**src/rtl/muldiv_unit.sv**
```systemverilog
// muldiv_unit -- iterative multiply/divide unit in the EXE stage.
//
// This unit runs beside the ALU and owns the architectural HI/LO registers.
// mult/multu use a 32-step shift/add datapath. div/divu use a 32-step
// restoring divider. mthi/mtlo write HI/LO directly.
//
// Optional build macro: MULDIV_FAST_MULT_EN
//   - Defined: mult/multu skip RUN and form the product with one multiplier
//     in FIX, so a multiply takes 2 cycles from start to done.
//   - Undefined: multiply is iterative and no hardware multiplier is built.
//
// Ports:
//   CLK          clock
//   RESET        asynchronous active-low reset
//   start        issue request, qualified by !stall_in
//   ALU_control  6-bit op select:
//                  000101 div
//                  000110 divu
//                  001101 mult/multu
//                  001011 mthi
//                  001100 mtlo
//   is_signed    for 001101: 1 = mult, 0 = multu
//   A, B         rs / rt operands
//   stall_in     pipeline stall; blocks acceptance of start
//   flush        abort the in-flight operation
//   hilo_read    ID/EXE instruction is mfhi/mflo (also asserted for mt*)
//   HI_OUT       architectural HI
//   LO_OUT       architectural LO
//   busy         operation in flight
//   done         one-cycle pulse when mult/div update HI/LO
//   hilo_stall   busy & hilo_read
module muldiv_unit #(
    parameter int XLEN = 32,
    parameter int ITER = 32
) (
    input  logic            CLK,
    input  logic            RESET,
    input  logic            start,
    input  logic [5:0]      ALU_control,
    input  logic            is_signed,
    input  logic [XLEN-1:0] A,
    input  logic [XLEN-1:0] B,
    input  logic            stall_in,
    input  logic            flush,
    input  logic            hilo_read,
    output logic [XLEN-1:0] HI_OUT,
    output logic [XLEN-1:0] LO_OUT,
    output logic            busy,
    output logic            done,
    output logic            hilo_stall
);

    localparam logic [5:0] OP_DIV  = 6'b000101;
    localparam logic [5:0] OP_DIVU = 6'b000110;
    localparam logic [5:0] OP_MULT = 6'b001101;
    localparam logic [5:0] OP_MTHI = 6'b001011;
    localparam logic [5:0] OP_MTLO = 6'b001100;

    localparam int            CW       = (ITER > 1) ? $clog2(ITER) : 1;
    localparam logic [CW-1:0] CNT_LAST = CW'(ITER - 1);

    typedef enum logic [1:0] {S_IDLE, S_RUN, S_FIX} state_t;

    state_t              r_state, w_state_nxt;
    logic [CW-1:0]       r_cnt;
    logic [XLEN-1:0]     r_acc;     // mult: upper product half; div: remainder
    logic [XLEN-1:0]     r_mplr;    // mult: multiplier/lower half; div: dividend/quotient
    logic [XLEN-1:0]     r_opb;     // multiplicand or divisor magnitude
    logic                r_is_div;
    logic                r_neg_q;   // negate product or quotient in FIX
    logic                r_neg_r;   // negate remainder in FIX (sign of A)

    logic                w_accept, w_is_mul, w_is_div, w_op_signed, w_div0;
    logic [XLEN-1:0]     w_mag_a, w_mag_b;
    logic [XLEN:0]       w_mul_sum, w_rem_sh;
    logic                w_ge;
    logic [XLEN-1:0]     w_rem_sub;
    logic [2*XLEN-1:0]   w_prod, w_prod_fix;
    logic [XLEN-1:0]     w_quot_fix, w_rem_fix;

    assign busy       = (r_state != S_IDLE);
    assign hilo_stall = busy & hilo_read;

    // Decode. Flush wins over a same-cycle start.
    assign w_accept    = start & ~stall_in & ~flush & (r_state == S_IDLE);
    assign w_is_mul    = (ALU_control == OP_MULT);
    assign w_is_div    = (ALU_control == OP_DIV) | (ALU_control == OP_DIVU);
    assign w_op_signed = w_is_mul ? is_signed : (ALU_control == OP_DIV);
    assign w_div0      = w_is_div & (B == '0);
    assign w_mag_a     = (w_op_signed & A[XLEN-1]) ? -A : A;
    assign w_mag_b     = (w_op_signed & B[XLEN-1]) ? -B : B;

    // One shift/add step. The carry out of the add shifts into acc's MSB.
    assign w_mul_sum = {1'b0, r_acc} + (r_mplr[0] ? {1'b0, r_opb} : '0);

    // One restoring-divide step. When w_ge is set, the difference is below
    // the divisor, so the low XLEN bits of the subtraction are exact.
    assign w_rem_sh  = {r_acc, r_mplr[XLEN-1]};
    assign w_ge      = (w_rem_sh >= {1'b0, r_opb});
    assign w_rem_sub = w_rem_sh[XLEN-1:0] - r_opb;

`ifdef MULDIV_FAST_MULT_EN
    assign w_prod = {{XLEN{1'b0}}, r_mplr} * {{XLEN{1'b0}}, r_opb};
`else
    assign w_prod = {r_acc, r_mplr};
`endif
    assign w_prod_fix = r_neg_q ? -w_prod : w_prod;
    assign w_quot_fix = r_neg_q ? -r_mplr : r_mplr;
    assign w_rem_fix  = r_neg_r ? -r_acc : r_acc;

    always_ff @(posedge CLK or negedge RESET) begin
        if (!RESET) r_state <= S_IDLE;
        else        r_state <= w_state_nxt;
    end

    always_comb begin
        w_state_nxt = r_state;
        case (r_state)
            S_IDLE: begin
                if (w_accept && w_is_div && !w_div0) begin
                    w_state_nxt = S_RUN;
                end else if (w_accept && w_is_mul) begin
`ifdef MULDIV_FAST_MULT_EN
                    w_state_nxt = S_FIX;
`else
                    w_state_nxt = S_RUN;
`endif
                end
            end
            S_RUN: begin
                if (flush)                  w_state_nxt = S_IDLE;
                else if (r_cnt == CNT_LAST) w_state_nxt = S_FIX;
            end
            S_FIX:   w_state_nxt = S_IDLE;
            default: w_state_nxt = S_IDLE;
        endcase
    end

    always_ff @(posedge CLK or negedge RESET) begin
        if (!RESET) begin
            HI_OUT   <= '0;
            LO_OUT   <= '0;
            done     <= 1'b0;
            r_cnt    <= '0;
            r_acc    <= '0;
            r_mplr   <= '0;
            r_opb    <= '0;
            r_is_div <= 1'b0;
            r_neg_q  <= 1'b0;
            r_neg_r  <= 1'b0;
        end else begin
            done <= 1'b0;
            case (r_state)
                S_IDLE: begin
                    if (w_accept) begin
                        if (w_div0) begin
                            done <= 1'b1;   // HI/LO keep their values
                        end else if (w_is_mul || w_is_div) begin
                            r_cnt    <= '0;
                            r_acc    <= '0;
                            r_mplr   <= w_mag_a;
                            r_opb    <= w_mag_b;
                            r_is_div <= w_is_div;
                            r_neg_q  <= w_op_signed & (A[XLEN-1] ^ B[XLEN-1]);
                            r_neg_r  <= w_op_signed & A[XLEN-1];
                        end else if (ALU_control == OP_MTHI) begin
                            HI_OUT <= A;
                        end else if (ALU_control == OP_MTLO) begin
                            LO_OUT <= A;
                        end
                    end
                end
                S_RUN: begin
                    if (!flush) begin
                        r_cnt <= r_cnt + CW'(1);
                        if (r_is_div) begin
                            r_acc  <= w_ge ? w_rem_sub : w_rem_sh[XLEN-1:0];
                            r_mplr <= {r_mplr[XLEN-2:0], w_ge};
                        end else begin
                            r_acc  <= w_mul_sum[XLEN:1];
                            r_mplr <= {w_mul_sum[0], r_mplr[XLEN-1:1]};
                        end
                    end
                end
                S_FIX: begin
                    if (!flush) begin
                        done <= 1'b1;
                        if (r_is_div) begin
                            HI_OUT <= w_rem_fix;
                            LO_OUT <= w_quot_fix;
                        end else begin
                            HI_OUT <= w_prod_fix[2*XLEN-1:XLEN];
                            LO_OUT <= w_prod_fix[XLEN-1:0];
                        end
                    end
                end
                default: ;
            endcase
        end
    end

endmodule
```
**config.mk**
```make
export PLATFORM = sky130hd
export DESIGN_NAME = muldiv_unit
export DESIGN_NICKNAME = d
export VERILOG_FILES = /design/src/rtl/muldiv_unit.sv
export SDC_FILE = /design/constraint.sdc
export NUM_CORES = 1
export LEC_CHECK = 0
export BUFFER_PORTS_ARGS = -buffer_cell sky130_fd_sc_hd__buf_4
export CELL_PAD_IN_SITES_DETAIL_PLACEMENT = 0
export CELL_PAD_IN_SITES_GLOBAL_PLACEMENT = 1
export CORE_ASPECT_RATIO = 1.25
export CORE_UTILIZATION = 42
export CTS_BUF_LIST = sky130_fd_sc_hd__clkbuf_4
export CTS_CLUSTER_SIZE = 25
export DETAILED_ROUTE_END_ITERATION = 8
export HOLD_SLACK_MARGIN = 0.02
export PLACE_DENSITY_LB_ADDON = 0.15
export SLEW_MARGIN = 0
export SYNTH_ARGS = -nofsm -noshare
export SYNTH_HDL_FRONTEND = slang
export SYNTH_SLANG_ARGS = --single-unit
```
**constraint.sdc**
```tcl
create_clock -name CLK -period 3.4 [get_ports CLK]
set_clock_uncertainty 0.1 [all_clocks]
set_input_delay 0.17 -clock CLK [delete_from_list [all_inputs] [get_ports CLK]]
set_output_delay 0.17 -clock CLK [all_outputs]
set_load 0.05 [all_outputs]
```
# == After elaboration in Yosys (flattened, before gate mapping) ==
# Cells that the tools add are included.
# word_totals
latchBits,0
reg_bits,171
ramBits,0
elab_cells,116
memories,0
mem_bits_ro,0
# op_classes
n_div,0
n_reduce_logical,15
add_sub_neg,8
n_shift,0
eq_ne,19
mul,0
order_cmp,1
mux,49
bitwise_logic,13
# op_table
operator,count
2-to-1 mux 32 bit,29
case mux 32 bit (2 select lines),4
negation 32 bit,4
2-to-1 mux 64 bit,1
negation 64 bit,1
adder 32 x 32 -> 33 bit,1
>= comparator 33 x 32 -> 1 bit,1
logical NOT 32 bit,1
subtractor 32 bit,1
2-to-1 mux 5 bit,4
equality test 6 x 4 -> 1 bit (second input constant),3
equality test 6 x 3 -> 1 bit (second input constant),2
!= test 2 bit (second input constant),6
case mux 5 bit (2 select lines),1
AND 1 bit,8
2-to-1 mux 2 bit,4
AND reduction 7 bit,1
!= test 2 x 1 -> 1 bit (second input constant),3
AND reduction 6 bit,1
nonzero test 2 bit,3
adder 5 x 1 -> 5 bit (second input constant),1
equality test 5 bit (second input constant),1
AND reduction 5 bit,1
2-to-1 mux 1 bit,4
other kinds (15),19

# == Logic depth before layout (Yosys ltp) ==
# Gate-level depths: netlist of run 1.
# logic_depth
word_depth,8
mapped_depth,13
depth_no_buf,13

# == Worst setup path before layout of run 1 ==
# No wires, ideal clock.
# synth_path
path_kind,reg-to-reg
start,reg r_mplr[0]
end,reg r_acc[26]
slack_ns,0.050
period_less_slack_ns,3.350
setup_ns,0.118
stages_incl_launch_ff,14
required_ns,3.182
arrival_time_ns,3.132
path_cell_list,dfrtp_1 > inv_1 > clkbuf_1 > nor2_1 > ha_1 > o211ai_1 > o21ai_0 > o211a_1 > nor2_1 > o311ai_0 > a21oi_1 > o21a_1 > xnor2_1 > a21o_1
# synth_via
elab_chain_cells,5
# synth_rtl
element,line,rtl
"start, declared",67,logic [XLEN-1:0] r_mplr;
"start signal, assigned",161,r_mplr <= w_mag_a;
"start signal, assigned",178,"r_mplr <= {r_mplr[XLEN-2:0], w_ge};"
"start signal, assigned",181,"r_mplr <= {w_mul_sum[0], r_mplr[XLEN-1:1]};"
2-to-1 mux 32 bit,94,"assign w_mul_sum = {1'b0, r_acc} + (r_mplr[0] ? {1'b0, r_opb} : '0);"
adder 32 x 32 -> 33 bit,94,
2-to-1 mux 32 bit,176,if (r_is_div) begin
2-to-1 mux 32 bit,174,if (!flush) begin
case mux 32 bit (2 select lines),153,case (r_state)
"end signal, assigned",177,r_acc <= w_ge ? w_rem_sub : w_rem_sh[XLEN-1:0];
"end signal, assigned",180,r_acc <= w_mul_sum[XLEN:1];
"end, declared",66,logic [XLEN-1:0] r_acc;
# No other way between the ends. The select of a mux whose other input is x is not followed.
# A chain may end at the register's enable or synchronous reset.

# == Final worst setup path of run 1 ==
# layout_path
start,reg r_mplr[14]
end,reg HI_OUT[25]
# layout_via
elab_chain_cells,5
# layout_rtl
element,line,rtl
negation 64 bit,107,assign w_prod_fix = r_neg_q ? -w_prod : w_prod;
2-to-1 mux 64 bit,107,
2-to-1 mux 32 bit,188,if (r_is_div) begin
2-to-1 mux 32 bit,186,if (!flush) begin
case mux 32 bit (2 select lines),153,
"end signal, assigned",189,HI_OUT <= w_rem_fix;
"end signal, assigned",192,HI_OUT <= w_prod_fix[2*XLEN-1:XLEN];
"end, declared",46,"output logic [XLEN-1:0] HI_OUT,"
# No other way between the ends. The select of a mux whose other input is x is not followed.

==> impl_metrics.json, run 1 <==
{
  "synth-async-reset-ratio_pct": 100,
  "viasPerCell": 5.61,
  "avgRoutedWirePerCell_um": 19.6,
  "worst-path-max-fanout": 6,
  "grt_pass1_wl_um": 81500,
  "cts.path.max_buffers": 2,
  "rrSetupSlack_ns": -0.07,
  "max_freq_mhz": 288,
  "final_nets": 2363,
  "place_hpwl_um": 40100,
  "power.density_mw_per_mm2": 545,
  "cts_tree": "yes",
  "power.leakage_nw": 8.77,
  "finalHoldViolCount": 0,
  "yosysSeqAreaShare_pct": 29.7,
  "ys.warnings.count": 0,
  "cts.sinks": 171,
  "violations": "setup timing",
  "antenna_found_initial": 1,
  "path_class": "register to register",
  "rsz0062_at_grt": "true",
  "cp-start-kind": "register",
  "drv_slew": 0,
  "synth_top_area_share_pct": 29.7,
  "yosysTopAreaCell": "dfrtp_1",
  "boundaryPins": 144,
  "dr_total_vias": 14900,
  "whs_ns": 0.0400,
  "synth-seq-cells": 171,
  "die_w_um": 168,
  "r2r_end": "HI_OUT[25]",
  "drt_iter0_drc": 949,
  "h-tree-depth": 4,
  "die_y_um": 209,
  "r2r_cells": 8,
  "antenna_left": 0,
  "design.die.area_mm2": 0.0350,
  "drive_gt1_share_pct": 19.1,
  "fin_crit_ns": 3.47,
  "synth_cells": 1873,
  "rows": 75,
  "rr_startpoint": "r_mplr[14]",
  "io_buffers": 143,
  "syn_to_final_growth_pct": 29.3,
  "setup.worst_path.end": "HI_OUT[25]",
  "run_status": "finished, violations left",
  "finalWeightedCongestion": 0.948,
  "cap_viol_max_count": 0,
  "grt_max_degree": 65,
  "synth.avg_cell_area_um2": 7.68,
  "initial_core_util_pct": 42.7,
  "peakVddDrop_mv": 0.453,
  "core_area_mm2": 0.0337,
  "cp.arrival_ns": 3.92,
  "dr.pass1.iters": 5,
  "dp.cells": 2513,
  "drc_errors": 0,
  "netlist_top_cells_area": "dfrtp_1, o21ai_0, nand2_1, ha_1, xor2_1",
  "drt-total-wl_um": 52100,
  "setup_viol": 3,
  "grt_util_all_layers_pct": 29.9,
  "period_share_pct": 102,
  "synth_commonest_cells": "nand2_1, o21ai_0, nor2_1",
  "cp-end-kind": "register",
  "synth_edf_count": 0,
  "root_buffer": "clkbuf_4",
  "critPathLaunch": "r_mplr[14]",
  "yosysUniqueCellTypes": 74,
  "stdcell_count": 2651,
  "synth.net_count": 2022,
  "tightest_slew_ns": 1.00,
  "syn-cell-area_mm2": 0.0144,
  "relSlewSlack_pct": 33.3,
  "clk_latency_ns": 0.67,
  "timing.final.ws_setup_ns": -0.0694,
  "numCtsBuffers": 17,
  "hold_depth": 6,
  "crit_required_ns": 3.85,
  "hp-class": "primary input to register",
  "synth_ff_type": "dfrtp_1",
  "grt_pass1_vias": 14800,
  "yosysMostFrequentCell": "nand2_1",
  "gr-total-overflow": 0,
  "clk_pin_slew_ns": 0.15
}
-- cell usage in the layout (no fill, tap or decap), types with 15 or more instances in the layout --
cell type and count:
a21o_1 40, a21oi_1 142, dfrtp_1 167, xnor2_1 84, clkbuf_4 21, nand2_1 256
o21ai_0 229, nor2_1 175, xor2_1 88, inv_1 72, mux2i_1 42, o31ai_1 31
nand3_1 18, dlygate4sd3_1 100, a22oi_1 15, nand4_1 17, buf_4 315, nor3_1 29
ha_1 70
-- per-stage QoR --
step                      total power, mW  TNS (ns)  utilization, %  area, um^2  worst slack, ns
after global routing                 10.8     -1.05            55.2       18600           -0.163
after detailed placement             8.56    -0.546            50.7       17100           -0.113
final                                10.1   -0.0980            55.2       18600          -0.0694
after floorplan                      6.10         0               -       14400           0.0504
after CTS                            9.95  -0.00207            54.6       18400         -0.00207
after global placement               8.52    -0.471            50.7       17100           -0.134
-- per-layer routing --
layer	vias up	GRT usage [%]	share of wire, %
li1	7355	-	-
met1	7014	35.9	43
met2	414	54.8	50
met3	96	2.88	3.7
met4	0	11.6	3.4
met5	-	0	0
-- cell type report --
class                           count  area, um^2
Multi-Input combinational cell   1527        9680
Inverter                           72         270
Tap cell                          423         529
Antenna cell                        1        2.50
Sequential cell                   171        4280
Clock inverter                     11         120
Timing Repair Buffer              425        3560
Fill cell                        3293       15100
Clock buffer                       21         158
-- flip-flops by register name (all words and copies together), names as in the netlist, 2 cells and up --
| signal | count |
|---|---|
| r_state | 2 |
| LO_OUT | 32 |
| r_mplr | 32 |
| r_opb | 32 |
| HI_OUT | 32 |
| r_acc | 32 |
| r_cnt | 5 |
-- cell families (layout without fill, tap and decap cells) --
family	after synthesis	in the layout	share of synthesized area, %
AOI/OAI and AO/OA	611	611	25.7
xor gates and xnor gates	174	174	10.6
adders and majority gates	72	72	6.36
buffers and inverters	175	529	4.74
DFF	171	171	29.7
muxes	47	47	3.31
other	0	1	0
and+or+nand+nor	623	623	19.6
-- worst min-delay path by stage --
| stage | from | to | slack (ns) |
|---|---|---|---|
| finish | ALU_control[2] | r_neg_r | 0.04 |
| global route | ALU_control[2] | r_state[0] | 0.11 |
| CTS | ALU_control[2] | r_neg_r | 0.03 |
| detailed placement | RESET | r_mplr[24] | 0.14 |
| global placement | RESET | r_mplr[24] | 0.14 |
| floorplan | RESET | HI_OUT[0] | -0.23 |
-- critical path: stages (launching register included) --
cell and delay (ns):
dfrtp_1 0.42, or4_4 0.58, or4b_4 0.53, or4_4 0.61, or3_4 0.45, o32ai_2 0.23, xnor2_1 0.15, nor2_1 0.06
o31ai_1 0.24
-- where the power goes --
group	switching [mW]	internal [mW]	total (mW)
Combinational	3.59	2.80	6.39
Clock	0.812	0.466	1.28
Sequential	0.232	2.24	2.47
-- what timing repair did --
item                                    CTS  global route
buffers inserted                          0             4
gates resized for setup                   7            42
hold buffers                            101             0
hold endpoints to repair                311             0
endpoints found under the setup margin   17            59
pin swaps                                 0            15
Note: power is estimated with default switching activity, not from simulation.
==> inputs of run 2 (changes only) <==
- CTS_BUF_LIST: sky130_fd_sc_hd__clkbuf_4 -> sky130_fd_sc_hd__clkbuf_2
==> run 2 against run 1 <==
  * The flow still finishes with violations (setup timing)
  * Cell count grew 3.7%
  * Setup slack gained 0.049 ns
  * Via count increased by 3.9%
  * Largest cell class unchanged
  * Power up 0.63%
  * Largest power group unchanged
  * Flip-flop and latch count is the same
  * Maximum frequency increased by 1.4%
  * Clock power decreased by 9%
  * Sequential power hardly changed
  * Highest routed layer unchanged
==> impl_metrics.json, run 2 (synthesis gave the netlist of run 1 again) <==
{
  "grt_pass1_vias": 15500,
  "drt_iter0_drc": 923,
  "crit_chain": "or4_4, or4b_4, or4_4, or3_4, o32ai_2, xnor2_1, nor2_1, o31ai_1",
  "dr_total_vias": 15500,
  "final_common_cell": "buf_4",
  "clk_pin_slew_ns": 0.27,
  "run_status": "finished, violations left",
  "num-fill-cells": 3172,
  "drive_gt1_share_pct": 19.2,
  "drt-total-wl_um": 54300,
  "core_area_mm2": 0.0337,
  "grt_max_degree": 68,
  "max_stage_delay_ns": 0.58,
  "drt-met1-wl_um": 22800,
  "grt_pass1_wl_um": 84400,
  "numCtsBuffers": 17,
  "boundaryPins": 144,
  "design.die.area_mm2": 0.0350,
  "timing.final.ws_setup_ns": -0.0202,
  "die_y_um": 209,
  "period_share_pct": 101,
  "fin_crit_ns": 3.42,
  "relSlewSlack_pct": 33.8,
  "drc_errors": 0,
  "cap_viol_max_count": 0,
  "setup_viol": 1,
  "crit_buf_inv": 0,
  "rows": 75,
  "setup.worst_path.end": "HI_OUT[25]",
  "cp-start-kind": "register",
  "h-tree-depth": 4,
  "power.total_mw": 10.2,
  "r2r_end": "HI_OUT[25]",
  "power.density_mw_per_mm2": 521,
  "finalHoldViolCount": 0,
  "tns_ns": -0.0202,
  "syn_to_final_growth_pct": 36.1,
  "rr_startpoint": "r_mplr[14]",
  "routed-wl-met2_um": 27500,
  "rsz0062_at_grt": "true",
  "cts.sinks": 171,
  "antenna_found_initial": 1,
  "die_w_um": 168,
  "violations": "setup timing",
  "wl_met3_um": 2190,
  "drv_slew": 0,
  "dr.pass1.iters": 6,
  "r2r_cells": 8,
  "cp.arrival_ns": 4.11,
  "finalWeightedCongestion": 0.948,
  "cpLargestDelayFamily": "simple AND/OR/NAND/NOR gates",
  "grt_util_all_layers_pct": 31.0,
  "crit_required_ns": 4.09,
  "place_hpwl_um": 40100,
  "critPathSlowestCell": "or4_4",
  "peakVddDrop_mv": 0.454,
  "rrSetupSlack_ns": -0.02,
  "hp-class": "primary input to register",
  "cts_tree": "yes",
  "top_layer_used": "met4",
  "critPathLaunch": "r_mplr[14]",
  "io_buffers": 143,
  "clk_latency_ns": 0.92,
  "cp-end-kind": "register",
  "crit_cells": 8,
  "viasPerCell": 5.62,
  "initial_core_util_pct": 42.7,
  "power.leakage_nw": 9.26,
  "avgRoutedWirePerCell_um": 19.7,
  "crit_top_cell": "or4_4",
  "max_freq_mhz": 292,
  "antenna_left": 0,
  "cts.path.max_buffers": 2,
  "final_nets": 2460,
  "mostFrequentLayoutCells": "buf_4, nand2_1, o21ai_0",
  "path_class": "register to register",
  "tightest_slew_ns": 0.994,
  "worst-path-max-fanout": 6,
  "root_buffer": "clkbuf_2",
  "gr-total-overflow": 0
}
## run 2: cell count changes in the layout (fill, tap and decap cells not counted), sizes merged
cell / previous run / this run
dlygate4sd3: 100 / 189
buf: 325 / 333
diode: 1 / 2
## run 2: final cells by class
class | instances | area (um^2) | area share, %
well taps | 423 | 529 | 2.70
inverters | 72 | 270 | 1.38
repair buffers | 522 | 4520 | 23.1
clock buffers | 21 | 105 | 0.537
diodes | 2 | 5.00 | 0.0256
multi-input cells | 1527 | 9750 | 49.8
clock inverters | 11 | 120 | 0.613
flip-flops and latches | 171 | 4280 | 21.9
## run 2: worst min path at each step
stage	startpoint	to	slack, ns	cells after the start
after floorplan	RESET	HI_OUT[0]	-0.23	0
after global placement	RESET	r_mplr[24]	0.14	1
after detailed placement	RESET	r_mplr[24]	0.14	1
after CTS	A[10]	HI_OUT[10]	0.02	4
after global routing	A[29]	HI_OUT[29]	0.04	4
final	A[10]	HI_OUT[10]	0.04	4
## run 2: per-stage QoR
step                      util, %  hold slack, ns  area (um^2)  instances  setup WS [ns]
after global routing         58.1          0.0393        19600       2748         -0.105
after global placement       50.7           0.144        17100       2513         -0.134
after detailed placement     50.7           0.144        17100       2513         -0.113
final                        58.1          0.0427        19600       2749        -0.0202
after CTS                    57.1          0.0230        19200       2736       -0.00296
after floorplan                 -          -0.226        14400       1873         0.0504
## run 2: worst min-delay path, stage by stage
cell and delay [ns]:
dlygate4sd3_1 0.53, buf_4 0.17, a21oi_1 0.11, o21ai_0 0.07
## run 2: per-layer routing
metal  up-vias  GRT usage (%)
li1       7553              -
met2       472           57.1
met4         0           11.6
met3        98           3.18
met5         -              0
met1      7334           36.8
## run 2: power breakdown
part	internal [mW]	switching, mW
Combinational	2.92	3.65
Clock	0.346	0.812
Sequential	2.24	0.233
## run 2: what timing repair did
action                                  in CTS  in global routing
endpoints found under the setup margin      27                 72
hold endpoints to repair                   342                  0
buffers inserted                             1                 11
pin swaps                                    0                 11
hold buffers                               190                  0
resized for setup                            7                 58
==> inputs of run 3 (changes only) <==
- CORE_ASPECT_RATIO: 1.25 -> not set
- CORE_UTILIZATION: 42 -> 41
- CTS_BUF_LIST: sky130_fd_sc_hd__clkbuf_2 -> not set
==> run 3 against run 2 <==
  * The run now ends clean
  * Non-clock buffer count is 134 lower
  * Combinational power fell by 5.5%
  * Die area rose by 2.4%
  * First-iteration DRC count rose by 8.0%
  * Hold slack lost 0.022 ns
  * Sequential share of layout area up 1.0 points
  * Via count down 3.2%
  * Setup slack better by 0.083 ns
  * Highest routed layer unchanged
==> impl_metrics.json, run 3 (synthesis gave the netlist of run 1 again) <==
{
  "cp-end-kind": "register",
  "cp.arrival_ns": 3.58,
  "critPathSlowestCell": "or4_4",
  "cpLargestDelayFamily": "simple AND/OR/NAND/NOR gates",
  "rrSetupSlack_ns": 0.06,
  "root_buffer": "clkbuf_16",
  "grt_max_degree": 77,
  "place_hpwl_um": 41500,
  "hp-class": "primary input to register",
  "max_stage_delay_ns": 0.54,
  "relSlewSlack_pct": 33.7,
  "cts_tree": "yes",
  "grt_pass1_vias": 14600,
  "numCtsBuffers": 17,
  "dr.pass1.iters": 5,
  "power_frac_comb_pct": 57.2,
  "initial_core_util_pct": 41.7,
  "io_buffers": 143,
  "grt_pass1_wl_um": 83400,
  "fin_util_pct": 54.2,
  "dp.cells": 2544,
  "power.leakage_nw": 8.79,
  "period_share_pct": 98.1,
  "antenna_found_initial": 0,
  "finalWeightedCongestion": 0.943,
  "cp-start-kind": "register",
  "run_status": "completed",
  "max_freq_mhz": 300,
  "drv_slew": 0,
  "path_class": "register to register",
  "power.density_mw_per_mm2": 580,
  "switchingPower_mw": 4.83,
  "tightest_slew_ns": 0.994,
  "dr_total_vias": 15000,
  "antenna_cells": 0,
  "timing.final.ws_setup_ns": 0.0631,
  "rows": 68,
  "gr-total-overflow": 0,
  "avgRoutedWirePerCell_um": 20.3,
  "tns_ns": 0,
  "h-tree-depth": 4,
  "drc_errors": 0,
  "place_ws_ns": -0.175,
  "drive_gt1_share_pct": 20.0,
  "design.die.area_mm2": 0.0359,
  "crit_chain": "or4_4, or4b_4, or4_4, buf_4, or3_1, o31a_1, xnor2_1, o21ai_1, o21ai_1",
  "stdcell_count": 2645,
  "num-fill-cells": 3362,
  "viasPerCell": 5.66,
  "syn_to_final_growth_pct": 30.0,
  "final_nets": 2326,
  "cts.sinks": 171,
  "core_area_mm2": 0.0345,
  "crit_required_ns": 3.65,
  "cap_viol_max_count": 0,
  "mostFrequentLayoutCells": "buf_4, nand2_1, o21ai_0",
  "clk_latency_ns": 0.48,
  "die_y_um": 189,
  "clk_pin_slew_ns": 0.08,
  "swShare_pct": 44.5,
  "crit_buf_inv": 1,
  "rsz0062_at_grt": "true",
  "finalHoldViolCount": 0,
  "whs_ns": 0.0208,
  "grt_util_all_layers_pct": 30.2,
  "final_common_cell": "buf_4",
  "p_int_mw": 6.02,
  "fin_crit_ns": 3.34,
  "clock_power_share_pct": 19.9,
  "peakVddDrop_mv": 0.409,
  "setup_viol": 0,
  "worst-path-max-fanout": 5,
  "seq_power_share_pct": 22.9,
  "cts.path.max_buffers": 2,
  "drt_iter0_drc": 997,
  "die_w_um": 189,
  "antenna_left": 0,
  "boundaryPins": 144,
  "drt-total-wl_um": 53700
}
-- run 3: worst register-to-register path, stage by stage, from the launching register on --
cell     delay, ns
dfrtp_1       0.38
or4_4         0.54
or4b_4        0.52
or4_4         0.52
buf_4         0.19
or3_1         0.34
o31a_1        0.27
xnor2_1       0.15
o21ai_1       0.13
o21ai_1       0.06
-- run 3: per-stage QoR --
step	area, um^2	power (mW)
final	18700	10.9
after global routing	18700	11.5
after CTS	18400	10.6
after detailed placement	17100	8.37
after global placement	17100	8.34
after floorplan	14400	6.10
-- run 3: metal layers --
metal | vias up | GRT usage [%] | share of wire [%]
met5 | - | 0 | 0
met4 | 0 | 11.5 | 3.5
met3 | 81 | 3.19 | 4.2
met2 | 450 | 51.7 | 48
met1 | 7156 | 39.1 | 44
li1 | 7281 | - | -
-- run 3: timing repair --
| item | in CTS | in global routing |
|---|---|---|
| cloned | 0 | 1 |
| endpoints found under the hold margin | 142 | 0 |
| endpoints found under the setup margin | 14 | 40 |
| setup buffers | 2 | 6 |
| hold buffers | 60 | 0 |
| pin swaps | 4 | 19 |
| gates resized for setup | 6 | 57 |
-- run 3: final timing paths --
kind,cells after the start,to,from
setup / recovery,9,LO_OUT[31],r_mplr[14]
hold / removal,4,r_is_div,ALU_control[3]
setup reg to reg,9,LO_OUT[31],r_mplr[14]
hold reg to reg,1,HI_OUT[1],HI_OUT[1]
max in group asynchronous,3,r_is_div,RESET
min in group asynchronous,2,HI_OUT[15],RESET
-- run 3: power groups by stage --
stage	Combinational (mW)	Sequential, mW	Clock [mW]
detailed placement	5.86	2.51	0
CTS	5.97	2.47	2.19
global route	6.71	2.50	2.27
global placement	5.84	2.50	0
finish	6.21	2.48	2.16
floorplan	3.50	2.60	0
-- run 3: final cells by class --
| class | count | area, um^2 | share of cell area [%] |
|---|---|---|---|
| Timing Repair Buffer | 388 | 3180 | 17.0 |
| Multi-Input combinational cell | 1527 | 9770 | 52.2 |
| Inverter | 72 | 274 | 1.46 |
| Sequential cell | 171 | 4280 | 22.9 |
| Clock buffer | 17 | 425 | 2.27 |
| Clock inverter | 15 | 203 | 1.08 |
| Tap cell | 455 | 569 | 3.04 |
